## src/rtl/fifo_pkg.sv

```systemverilog
// Shared definitions for the async FIFO read side: default word width,
// stream word type and circular-pointer helper used by the local buffer.
package fifo_pkg;

    localparam int unsigned FIFO_BITS        = 32;
    localparam int unsigned STREAM_BUF_DEPTH = 3;

    typedef logic [FIFO_BITS-1:0] stream_word_t;
    typedef logic [1:0]           buf_ptr_t;

    // Three-entry pointer advance; any out-of-range value recovers to slot 0.
    function automatic buf_ptr_t ptr_next(input buf_ptr_t ptr);
        buf_ptr_t nxt;
        case (ptr)
            2'd0:    nxt = 2'd1;
            2'd1:    nxt = 2'd2;
            default: nxt = 2'd0;
        endcase
        return nxt;
    endfunction

endpackage

```

## src/rtl/stream_buf.sv

```systemverilog
// Three-entry circular buffer: storage, read/write pointers and occupancy.
// Head word is presented combinationally so it lines up with occ != 0.
module stream_buf
    import fifo_pkg::*;
#(
    parameter int BITS = FIFO_BITS
) (
    input  logic            clk,
    input  logic            rst,
    input  logic            push,
    input  logic [BITS-1:0] push_data,
    input  logic            pop,
    output logic [1:0]      occ,
    output logic [BITS-1:0] head_data
);

    logic [BITS-1:0] mem_r [0:2];
    buf_ptr_t        rd_ptr_r;
    buf_ptr_t        wr_ptr_r;
    logic [1:0]      occ_r;

    // Pointer and occupancy bookkeeping; a simultaneous push and pop leaves occ as is.
    always_ff @(posedge clk) begin
        if (rst) begin
            rd_ptr_r <= 2'd0;
            wr_ptr_r <= 2'd0;
            occ_r    <= 2'd0;
        end else begin
            if (push) begin
                wr_ptr_r <= ptr_next(wr_ptr_r);
            end
            if (pop) begin
                rd_ptr_r <= ptr_next(rd_ptr_r);
            end
            case ({push, pop})
                2'b10:   occ_r <= occ_r + 2'd1;
                2'b01:   occ_r <= occ_r - 2'd1;
                default: occ_r <= occ_r;
            endcase
        end
    end

    // Data storage needs no reset; a write during reset is harmless since occ stays 0.
    always_ff @(posedge clk) begin
        if (push && !rst) begin
            mem_r[wr_ptr_r] <= push_data;
        end
    end

    assign occ       = occ_r;
    assign head_data = mem_r[rd_ptr_r];

endmodule

```

## src/rtl/fifo_read_stream.sv

```systemverilog
// Turns an async FIFO read port (request/empty, one-cycle read latency) into a
// valid/ready stream, using a three-entry buffer to absorb in-flight reads.
module fifo_read_stream
    import fifo_pkg::*;
#(
    parameter int BITS      = FIFO_BITS,
    parameter int BUF_DEPTH = STREAM_BUF_DEPTH
) (
    input  logic            clk,
    input  logic            rst,
    output logic            p_fifo_read_en,
    input  logic [BITS-1:0] p_fifo_read_data,
    input  logic            p_fifo_read_empty,
    output logic            p_out_valid,
    output logic [BITS-1:0] p_out_data,
    input  logic            p_out_ready,
    output logic [31:0]     p_out_count
);

    logic            inflight_r;
    logic [31:0]     count_r;
    logic [1:0]      occ_s;
    logic [BITS-1:0] head_data_s;
    logic [2:0]      pending_s;
    logic            read_en_s;
    logic            pop_s;

    // Read only while every buffered and in-flight word is guaranteed a slot;
    // deliberately independent of p_out_ready to keep the FIFO path short.
    always_comb begin
        pending_s = {1'b0, occ_s} + {2'b00, inflight_r};
        read_en_s = 1'b0;
        if (!p_fifo_read_empty && !rst && (pending_s < 3'(BUF_DEPTH))) begin
            read_en_s = 1'b1;
        end else begin
            read_en_s = 1'b0;
        end
        pop_s = (occ_s != 2'd0) && p_out_ready;
    end

    // Remember an issued read so its data is captured on the next edge.
    always_ff @(posedge clk) begin
        if (rst) begin
            inflight_r <= 1'b0;
        end else begin
            inflight_r <= read_en_s;
        end
    end

    // Transfer counter, wraps naturally at 2^32.
    always_ff @(posedge clk) begin
        if (rst) begin
            count_r <= 32'd0;
        end else if (pop_s) begin
            count_r <= count_r + 32'd1;
        end
    end

    stream_buf #(
        .BITS(BITS)
    ) u_buf (
        .clk       (clk),
        .rst       (rst),
        .push      (inflight_r),
        .push_data (p_fifo_read_data),
        .pop       (pop_s),
        .occ       (occ_s),
        .head_data (head_data_s)
    );

    assign p_fifo_read_en = read_en_s;
    assign p_out_valid    = (occ_s != 2'd0);
    assign p_out_data     = head_data_s;
    assign p_out_count    = count_r;

endmodule

```

## config.mk

```make
export PLATFORM = sky130hd
export DESIGN_NAME = fifo_read_stream
export DESIGN_NICKNAME = d
export VERILOG_FILES = /design/src/rtl/fifo_pkg.sv /design/src/rtl/stream_buf.sv /design/src/rtl/fifo_read_stream.sv
export SDC_FILE = /design/constraint.sdc
export NUM_CORES = 1
export LEC_CHECK = 0
export CELL_PAD_IN_SITES_DETAIL_PLACEMENT = 0
export CELL_PAD_IN_SITES_GLOBAL_PLACEMENT = 1
export CORE_ASPECT_RATIO = 0.7
export CORE_MARGIN = 2
export CORE_UTILIZATION = 45
export CTS_CLUSTER_DIAMETER = 40
export CTS_CLUSTER_SIZE = 10
export DETAILED_ROUTE_END_ITERATION = 7
export PLACE_DENSITY_LB_ADDON = 0.1
export SYNTH_ARGS = -nofsm -noshare
export SYNTH_HDL_FRONTEND = slang
export SYNTH_SLANG_ARGS = --single-unit
```

## constraint.sdc

```tcl
create_clock -name clk -period 6.4 [get_ports clk]
set_input_delay 1.28 -clock clk [delete_from_list [all_inputs] [get_ports clk]]
set_output_delay 1.28 -clock clk [all_outputs]
set_load 0.1 [all_outputs]
```

==> key figures <==
Synthesis
  • Sequential share of the synthesized area: 67.5%
  • Cell variety after synth: between 40 and 50
  • Compound-Gate Fraction of Synth Area: between 7 and 8%
  • Net Count, Synth: 471
  • Number of warnings issued by yosys: 0
  • Synth Cell Area: roughly 0.0055 mm^2
  • Area share of the largest cell type after synthesis: 52.6%
  • Post-Synthesis Cells: around 430
  • Post-Synth XOR/XNOR Area: under 10%
  • Synth Register Bits: roughly 140
  • Adder-cell share of the synthesized area: 0.912%
  • Largest family of logic cells by synthesized area: simple AND/OR/NAND/NOR gates
  • Syn Area/Cell: approximately 13 um^2
  • Multiplexer area fraction after synthesis: under 10%
  • Number of enable flip-flop cells after synthesis: 96
  • Synth area leaders: edfxtp_1 53%, dfxtp_1 15%, mux2i_1 5.8%
  • Ys flop type: edfxtp_1
  • Async SR Flop Fraction: 0%
  • Post-synth top area cell: edfxtp_1
  • Simple-Gate Fraction of Synth Area: a little over an eighth

Route
  • DRT Wirelength: roughly 12,000 um
  • Residual DRC: 0
  • Final ANT Viol Nets: 0
  • Vias: between 3,000 and 4,000
  • TritonRoute pass-1 iters: 4
  • DR iter-0 viols: 302
  • Number of vias per cell: ~5.3
  • Routed len/inst: roughly 17 um

Clocking
  • # H-tree levels: 4
  • Clock Pin Slew Worst Setup and Hold Paths: 0.05 ns
  • CTS tree: done
  • Max clock buf depth: 2
  • PostCTS Resize Cnt: 0
  • Postcts setup bufs: 0
  • Clock latency on the worst-skew pair: between 0.4 and 0.5 ns
  • Num CTS Buffers: 17
  • Clock Tree Root: clkbuf_16
  • Clk sinks: between 100 and 150
  • Hold_buf cts: 0

Global routing
  • Largest net degree at the start of global routing: 65
  • Gr usage total: 18.3%
  • Vias in the first global route: 3,465
  • First-pass GRT wire length: between 15,000 and 20,000 um
  • Gr ovfl total: 0
  • Initial antenna violation count: 0

Worst setup path
  • Critical Path, Cell by Cell: mux2i_1 > o21ai_0 > clkdlybuf4s50_1
  • WS Path Type: reg2out
  • CP Launch Type: flip-flop
  • CP Buf/Inv Count: 1
  • Crit path DAT: about 3.1 ns
  • CP endpoint kind: output port
  • CP peak stage delay: ~1.2 ns
  • CP top delay family: buffers and inverters
  • Slowest-stage cell, CP: clkdlybuf4s50_1
  • Data required, critical path: about 5 ns
  • CP Max Fanout: 32

Status
  • Status: completed

Cells and area
  • N_diodes: 0
  • Area of the multi-input gates: approximately 0.0017 mm^2
  • Nets: between 500 and 600
  • Commonest non-fill, non-tap cells in the layout: 100 x clkdlybuf4s50_1, 96 x edfxtp_1, 48 x nand2_1
  • Finished Cell Area: 0.00724 mm^2
  • Fillers: 956
  • Area occupied by registers: 0.00371 mm^2
  • Area grow syn2layout: 31.9%
  • Commonest non-fill, non-tap cell in the layout: clkdlybuf4s50_1
  • Layout cell share with drive strength beyond 1: 8.59%

Placed design
  • Placed Area: 0.00665 mm^2
  • Port Buf Inserts: ~100
  • Gpl congestion: between 0.7 and 0.8
  • Detailed Place HPWL: slightly above 7000 um

Timing
  • Crit share post-route: 69.1%
  • Fmax: ~0.23 GHz
  • # setup viols final: 0
  • Post-layout min period: around 4.4 ns
  • Final Max Tran Viols: 0
  • Sum Neg Setup Slack: 0 ns
  • Pin slew with the least headroom to its limit: roughly 1.1 ns
  • Final hold vios: 0
  • Unrepaired setup endpoints after global routing: no
  • Clk_skew: 0.00694 ns
  • Max_slew headroom: 27.9%

Floorplan
  • Die width: around 140 um
  • DIE AREA: 0.0131 mm^2
  • Core ar.: 0.0118 mm^2
  • Initial Utilization: between 40% and 50%
  • Rows: 33
  • Die H: 96.4 um
  • I/O Pins: 102

Power and ir drop
  • PwrDens: 378 mW/mm^2
  • Pleak: about 2.3 nW
  • Worst vdd ir: approximately 0.00023 V

Job
  • Max Cap Violations: 0

Min path
  • Worst Hold Class: reg2reg
==> worst min-delay path, cell delays in order (launching register included) <==
cell	delay [ns]
dfxtp_1	0.32
nand2_1	0.06
a21oi_1	0.07
==> registers in the layout, indices dropped and copies added (netlist names), named ones only <==
name and cells:
inflight_r 1, p_out_count 32, u_buf.mem_r 96, u_buf.occ 2, u_buf.rd_ptr_r 2, u_buf.wr_ptr_r 2
==> through the flow <==
stage	setup slack, ns	power (mW)	std cells	hold slack, ns	utilization [%]
global placement	2.41	1.78	672	0.465	56.3
finish	1.98	2.73	704	0.498	61.3
CTS	1.93	2.75	704	0.503	61.3
detailed placement	2.36	1.78	672	0.491	56.3
global route	1.83	2.83	704	0.538	61.3
floorplan	0.204	1.60	431	0.459	-
==> layer usage <==
| layer | vias to the layer above | GRT usage, % | part of all wire (%) |
|---|---|---|---|
| met5 | - | 0 | 0 |
| met4 | 0 | 6.16 | 0.85 |
| met3 | 11 | 5.06 | 5.5 |
| met2 | 104 | 27.3 | 45 |
| met1 | 1788 | 25.9 | 48 |
| li1 | 1823 | - | - |
==> final cells by class <==
| type | count | share of cell area [%] |
|---|---|---|
| clock inverters | 13 | 2.11 |
| multi-input cells | 266 | 23.3 |
| repair buffers | 105 | 14.3 |
| inverters | 7 | 0.363 |
| clock buffers | 19 | 5.98 |
| well taps | 157 | 2.71 |
| flip-flops and latches | 137 | 51.2 |
==> cells in the mapped netlist (3+ instances only) <==
library cell,instances
clkbuf_1,17
nor3_1,8
xnor2_1,5
and2_1,3
nor2_1,19
or4_1,9
nor2b_1,3
ha_1,4
nand2_1,48
dfxtp_1,41
o21ai_0,41
edfxtp_1,96
or4b_1,3
mux2_2,4
o41ai_1,4
mux2i_1,32
inv_1,6
xor2_1,6
or3_1,9
nand3_1,8
nand4_1,9
a21oi_1,24
o31ai_1,6
and4_1,5
==> path summary, 6_finish.rpt <==
kind / from / endpoint / slack, ns / cells after the start
max reg2reg: p_out_count[0] / p_out_count[24] / 4.14 / 5
min: u_buf.rd_ptr_r[1] / flip-flop / 0.50 / 2
max: flip-flop / p_out_data[8] / 1.98 / 3
min reg2reg: u_buf.rd_ptr_r[1] / flip-flop / 0.50 / 2
==> kinds of logic after synthesis <==
| logic type | after synthesis |
|---|---|
| mux | 36 |
| compound gates | 79 |
| simple gates | 136 |
| xor+xnor | 11 |
| buf+inv | 28 |
| fa+ha+maj | 4 |
| flops | 137 |
==> where the power goes <==
| part | leakage, nW | switching (mW) | internal, mW |
|---|---|---|---|
| Combinational | 0.799 | 0.535 | 0.187 |
| Sequential | 1.20 | 0.0634 | 0.979 |
| Clock | 0.278 | 0.361 | 0.609 |
Note: power is estimated with default switching activity, not from simulation.
==> patch 1 (same flow settings) <==
`FIFO_BITS`: 32 -> 40.
--- a/src/rtl/fifo_pkg.sv
+++ b/src/rtl/fifo_pkg.sv
@@ -2,7 +2,7 @@
 // stream word type and circular-pointer helper used by the local buffer.
 package fifo_pkg;
 
-    localparam int unsigned FIFO_BITS        = 32;
+    localparam int unsigned FIFO_BITS        = 40;
     localparam int unsigned STREAM_BUF_DEPTH = 3;
 
     typedef logic [FIFO_BITS-1:0] stream_word_t;
Ports: changed (resized p_fifo_read_data and p_out_data); port bits go from 102 to 118. The function was not compared with the original's and may differ.
==> patch 1 against the original RTL <==
- register-to-register slack better by 0.06 ns
- cell area up 15%
- maximum frequency down 2.7%
- routed wire length up 9.0%
- count of clock-buffer cells in the layout up 5
- area after synthesis up 16%
- sequential cell count up 24
- clock power up 7%
- setup slack worse by 0.12 ns
- combinational power up 22%
- clock skew up 0.0041 ns
- power up 15%
==> patch 1: results (changes against the original RTL) <==
| Metric | Value |
|---|---|
| Vias in the first global route | `3935 (+14%)` |
| Root Buffer | `clkbuf_16` |
| Post-CTS Setup Repair Bufs | `0 (unchanged)` |
| CP Max Fanout | `24 (-25%)` |
| CTS Buf Count | `17 (unchanged)` |
| Pleak | `2.65 nW (+16%)` |
| GR met1 Demand/Resource | `23.7% (-2.2 points)` |
| Top post-synthesis cells by area | `edfxtp_1 (57%), dfxtp_1 (13%), mux2i_1 (6.3%)` |
| Worst-path clk slew | `0.06 ns` |
| Worst skew pair latency | `roughly 0.42 ns` |
| Critical path's slowest cell | `clkdlybuf4s50_1` |
| Drt first pass iters | `4 (unchanged)` |
| Buffers added on ports | `117 (+16%)` |
| Largest reg by FF count | `u_buf.mem_r` |
| Routing usage on met2 | `26.9% (-0.39 points)` |
| Seq/Total Area, Yosys | `69.5% (+2.0 points)` |
| Commonest cells in the netlist | `edfxtp_1 (120), nand2_1 (55), o21ai_0 (48)` |
| Status | `complete, no violations` |
| Yosys warns | `0 (unchanged)` |
| FFs w/ async S/R, synth | `0% (unchanged)` |
| Worst IR Drop VDD | `0.000243 V (+3.7%)` |
| Initial antenna violation count | `0 (unchanged)` |
| DR iter-0 viols | `237 (-22%)` |
| Routing usage on met3 | `4.93% (-0.13 points)` |
| Worst hold path type | `reg -> reg` |
| Largest delay contributor family on the critical path | `buffers and inverters` |
| Worst-margin pin slew | `1.04 ns (-0.0426 ns)` |
| WL final | `12800 um (+9.0%)` |
| CP peak stage delay | `1.20 ns (about the same)` |
| Netlist cell types | `41 (unchanged)` |
| Synthesized Nets | `525 (+11%)` |
| Post-DP HPWL | `7960 um (+9.3%)` |
| Longest Clk Path Bufs | `2 (unchanged)` |
| Routability Congestion | `0.719 (-9.2%)` |
| Max FFs per register | `120 (+25%)` |
| Worst Clk Skew | `0.0110 ns (+0.00408 ns)` |
| GRT Util Overall | `17.3% (-0.99 points)` |
| H-tree depth | `4 (unchanged)` |
| Antenna diodes | `0 (unchanged)` |
| Routed vias | `4133 (+11%)` |
| Layout cell share with drive strength beyond 1 | `8.90% (+0.30 points)` |
| Number of synthesized flops with an enable pin | `120 (+25%)` |
| Worst path arrival time | `3.27 ns (+0.13 ns)` |
| Fillers | `1145 (+20%)` |
| Nets@finish | `642 (+12%)` |
| Post-CTS sizing | `0 (unchanged)` |
| First-pass GRT wire length | `20400 um (+14%)` |
| Pin count of the biggest net entering global routing | `57 (-12%)` |
==> patch 1: changes by cell type in the layout (fill, tap and decap cells not counted), moves of 7 or more <==
cell,unedited run,this run
edfxtp_1,96,120
o21ai_0,41,48
nand2_1,48,55
mux2i_1,32,40
clkdlybuf4s50_1,100,116
==> patch 1: worst register-to-register path: cells and delay by family (launching register included) <==
kind,cells,cell delay [ns]
multiplexers,1,0.37
flip-flops,1,0.47
AND/OR/NAND/NOR,2,0.82
adder cells (fa/ha/maj),1,0.25
AO/OA/AOI/OAI,1,0.20
==> patch 1: area by class of cell <==
cell class / count / area (um2) / area share (%)
Timing Repair Buffer: 123 / 1210 / 14.6
Clock buffer: 24 / 537 / 6.44
Inverter: 4 / 15.0 / 0.180
Clock inverter: 8 / 82.6 / 0.991
Multi-Input combinational cell: 287 / 1820 / 21.8
Sequential cell: 161 / 4430 / 53.1
Tap cell: 190 / 238 / 2.85
==> patch 1: worst paths after layout <==
path | from | to | slack (ns) | cells past startpoint
hold / removal | u_buf.rd_ptr_r[1] | flop | 0.50 | 2
setup reg to reg | p_out_count[0] | p_out_count[30] | 4.20 | 5
setup / recovery | flop | p_out_data[10] | 1.85 | 4
hold reg to reg | u_buf.rd_ptr_r[1] | flop | 0.50 | 2
==> patch 1: per-layer routing <==
metal  wire length, um  share of wire, %
met4                90              0.70
met1              6110                48
met3               640               5.0
met5                 0                 0
met2              5990                47
==> patch 1: logic make-up after synthesis <==
| kind of cell | Yosys count | share of synthesized area, % |
|---|---|---|
| buffers and inverters | 29 | 2.22 |
| multiplexers | 45 | 7.17 |
| adder cells (fa/ha/maj) | 4 | 0.786 |
| AND/OR/NAND/NOR | 140 | 11.3 |
| AO/OA/AOI/OAI | 88 | 7.68 |
| flip-flops | 161 | 69.5 |
| XOR/XNOR | 10 | 1.38 |
==> patch 1: where the power goes <==
group / switching (mW) / internal (mW) / leakage, nW
logic: 0.658 / 0.224 / 0.925
registers: 0.0584 / 1.16 / 1.42
clock network: 0.402 / 0.634 / 0.307
==> patch 1: stage by stage <==
stage	worst slack [ns]	instances	hold slack (ns)	cell area (um2)
after floorplan	0.240	477	0.454	6370
after global placement	2.29	765	0.466	7710
after detailed placement	2.28	765	0.492	7710
after CTS	1.82	797	0.499	8330
after global routing	1.65	797	0.529	8330
final	1.85	797	0.496	8330
==> patch 2 (same settings) <==
Without the edit above. Reset style: asynchronous (`rst`), changed in 3 clocked blocks.
--- a/src/rtl/stream_buf.sv
+++ b/src/rtl/stream_buf.sv
@@ -20,7 +20,7 @@
     logic [1:0]      occ_r;
 
     // Pointer and occupancy bookkeeping; a simultaneous push and pop leaves occ as is.
-    always_ff @(posedge clk) begin
+    always_ff @(posedge clk or posedge rst) begin
         if (rst) begin
             rd_ptr_r <= 2'd0;
             wr_ptr_r <= 2'd0;
--- a/src/rtl/fifo_read_stream.sv
+++ b/src/rtl/fifo_read_stream.sv
@@ -39,7 +39,7 @@
     end
 
     // Remember an issued read so its data is captured on the next edge.
-    always_ff @(posedge clk) begin
+    always_ff @(posedge clk or posedge rst) begin
         if (rst) begin
             inflight_r <= 1'b0;
         end else begin
@@ -48,7 +48,7 @@
     end
 
     // Transfer counter, wraps naturally at 2^32.
-    always_ff @(posedge clk) begin
+    always_ff @(posedge clk or posedge rst) begin
         if (rst) begin
             count_r <= 32'd0;
         end else if (pop_s) begin
Check against the original RTL: differs if rst is asserted again (counterexample within 4 cycles, from zero or initial values and one cycle with rst high); with rst held inactive, the same outputs for 10 cycles.
==> patch 2 against the original RTL <==
- global-route usage down 1.5 points
- critical endpoint is now p_fifo_read_en
- routed wire length decreased by 12%
- area after synthesis fell by 2.0%
- highest routed layer unchanged
- cell area fell by 1.5%
- sequential cell count is 2 lower
- largest cell class unchanged
- critical path depth did not move
- sequential share of layout area increased by 2.9 points
- setup slack lost 0.31 ns
Power is not compared: it rests on default switching activity, and its combinational part moved more than twofold at a synthesized area within 25%.
==> patch 2: results (changes against the original RTL) <==
| Metric | Value |
|---|---|
| Pin count of the biggest net entering global routing | `67 (+3.1%)` |
| Yosys warns | `0 (unchanged)` |
| Layout cell share with drive strength beyond 1 | `9.76% (+1.2 points)` |
| Placed insts | `618 (-8.0%)` |
| Number of synthesized flops with an enable pin | `96 (unchanged)` |
| Drt first pass iters | `5 (+1)` |
| FFs w/ async S/R, synth | `28.9% (+29 points)` |
| DR iter-0 viols | `224 (-26%)` |
| Antenna diodes | `0 (unchanged)` |
| CP Max Fanout | `5 (-84%)` |
| Post-CTS sizing | `0 (unchanged)` |
| Hold_sp | `p_out_count[31]` |
| Mean post-synth cell area | `14.6 um2 (+14%)` |
| Post-DP HPWL | `6480 um (-11%)` |
| Worst Clk Skew | `0.0121 ns (+0.00512 ns)` |
| Top post-synthesis cells by area | `edfxtp_1 (54%), dfrtp_1 (18%), mux2i_1 (6.1%)` |
| Worst path arrival time | `3.45 ns (+0.31 ns)` |
| GRT Util Overall | `16.8% (-1.5 points)` |
| Buffers added on ports | `101 (unchanged)` |
| Vias per cell | `4.93 (-6.9%)` |
| Commonest cells in the netlist | `edfxtp_1 (96), nand2_1 (50), dfrtp_1 (39)` |
| Critical path launch point | `rst` |
| Worst-margin pin slew | `1.06 ns (-0.0255 ns)` |
| Fillers | `903 (-5.5%)` |
| Max FFs per register | `96 (unchanged)` |
| Origin of the critical flop-to-flop path | `u_buf.occ[0]` |
| Routability Congestion | `0.777 (-2.0%)` |
| Seq/Total Area, Yosys | `71.8% (+4.3 points)` |
| Synthesized Nets | `409 (-13%)` |
| First-pass GRT wire length | `16000 um (-10%)` |
| Most common cell after layout, fill and taps aside | `clkdlybuf4s50_1` |
| Worst hold path type | `reg -> reg` |
| WL final | `10400 um (-12%)` |
| Largest reg by FF count | `u_buf.mem_r` |
| Post-CTS Setup Repair Bufs | `0 (unchanged)` |
| Ys flop type | `edfxtp_1` |
| Status | `complete, no violations` |
| Routed vias | `3197 (-14%)` |
| Netlist cell types | `28 (-32%)` |
| Vias in the first global route | `3095 (-11%)` |
| Worst-path clk slew | `0.06 ns` |
| Nets@finish | `520 (-9.4%)` |
| Initial antenna violation count | `0 (unchanged)` |
patch 2: cell types whose count changed in the layout (fill, tap and decap cells not counted), moves of 4 or more:
cell,unedited run,this run
nand4_1,9,13
nor3_1,7,1
o41ai_1,4,0
o31ai_1,6,0
nand3_1,8,15
or3_1,9,0
or4_1,9,0
dfrtp_1,0,37
o21ai_0,41,33
nor2_1,19,8
dfxtp_1,39,0
xnor2_1,5,28
a21oi_1,24,0
patch 2: kinds of logic after synthesis:
logic type | Yosys count | synth area share, %
AOI/OAI and AO/OA | 35 | 3.40
and+or+nand+nor | 108 | 10.4
buffers and inverters | 19 | 1.56
adders and majority gates | 4 | 0.931
DFF | 135 | 71.8
muxes | 34 | 6.35
xor gates and xnor gates | 34 | 5.54
patch 2: critical path, cell delays in order:
cell	delay [ns]
clkdlybuf4s50_1	0.55
a2111oi_1	0.41
clkdlybuf4s50_1	1.21
patch 2: through the flow:
stage	setup WS [ns]	util (%)	power, mW	area, um2
floorplan	0.473	-	2.33	5380
global placement	1.72	56.2	2.67	6570
detailed placement	1.68	56.2	2.68	6570
CTS	1.63	61.0	3.60	7130
global route	1.59	61.0	3.71	7130
finish	1.67	61.0	3.57	7130
patch 2: final timing paths:
| kind | slack, ns | endpoint | cells past startpoint |
|---|---|---|---|
| worst max-delay path | 1.67 | p_fifo_read_en | 3 |
| worst min-delay path | 0.47 | p_out_count[31] | 1 |
| worst max register to register | 4.46 | u_buf.occ[1] | 5 |
| max in group asynchronous | 4.26 | u_buf.rd_ptr_r[0] | 3 |
| min in group asynchronous | 1.38 | u_buf.occ[1] | 2 |
| worst min register to register | 0.47 | p_out_count[31] | 1 |
patch 2: area by class of cell:
cell class | instances | area share [%]
clock inverter | 14 | 1.90
inverter | 7 | 0.368
timing repair buffer | 104 | 14.5
sequential | 135 | 54.1
tap | 157 | 2.75
multi-input combinational | 215 | 20.4
clock buffer | 17 | 5.97
patch 2: where the power goes:
group | switching, mW | leakage [nW] | total, mW | internal, mW
Sequential | 0.154 | 1.39 | 1.17 | 1.02
Clock | 0.348 | 0.276 | 0.915 | 0.567
Combinational | 1.12 | 0.938 | 1.48 | 0.360
Total | 1.62 | 2.60 | 3.57 | 1.95
patch 2: layer usage:
| layer | global-route usage, % | share of wire, % |
|---|---|---|
| met1 | 23.6 | 48 |
| met2 | 24.8 | 45 |
| met3 | 5.16 | 6.5 |
| met5 | 0 | 0 |
| met4 | 6.05 | 0.46 |
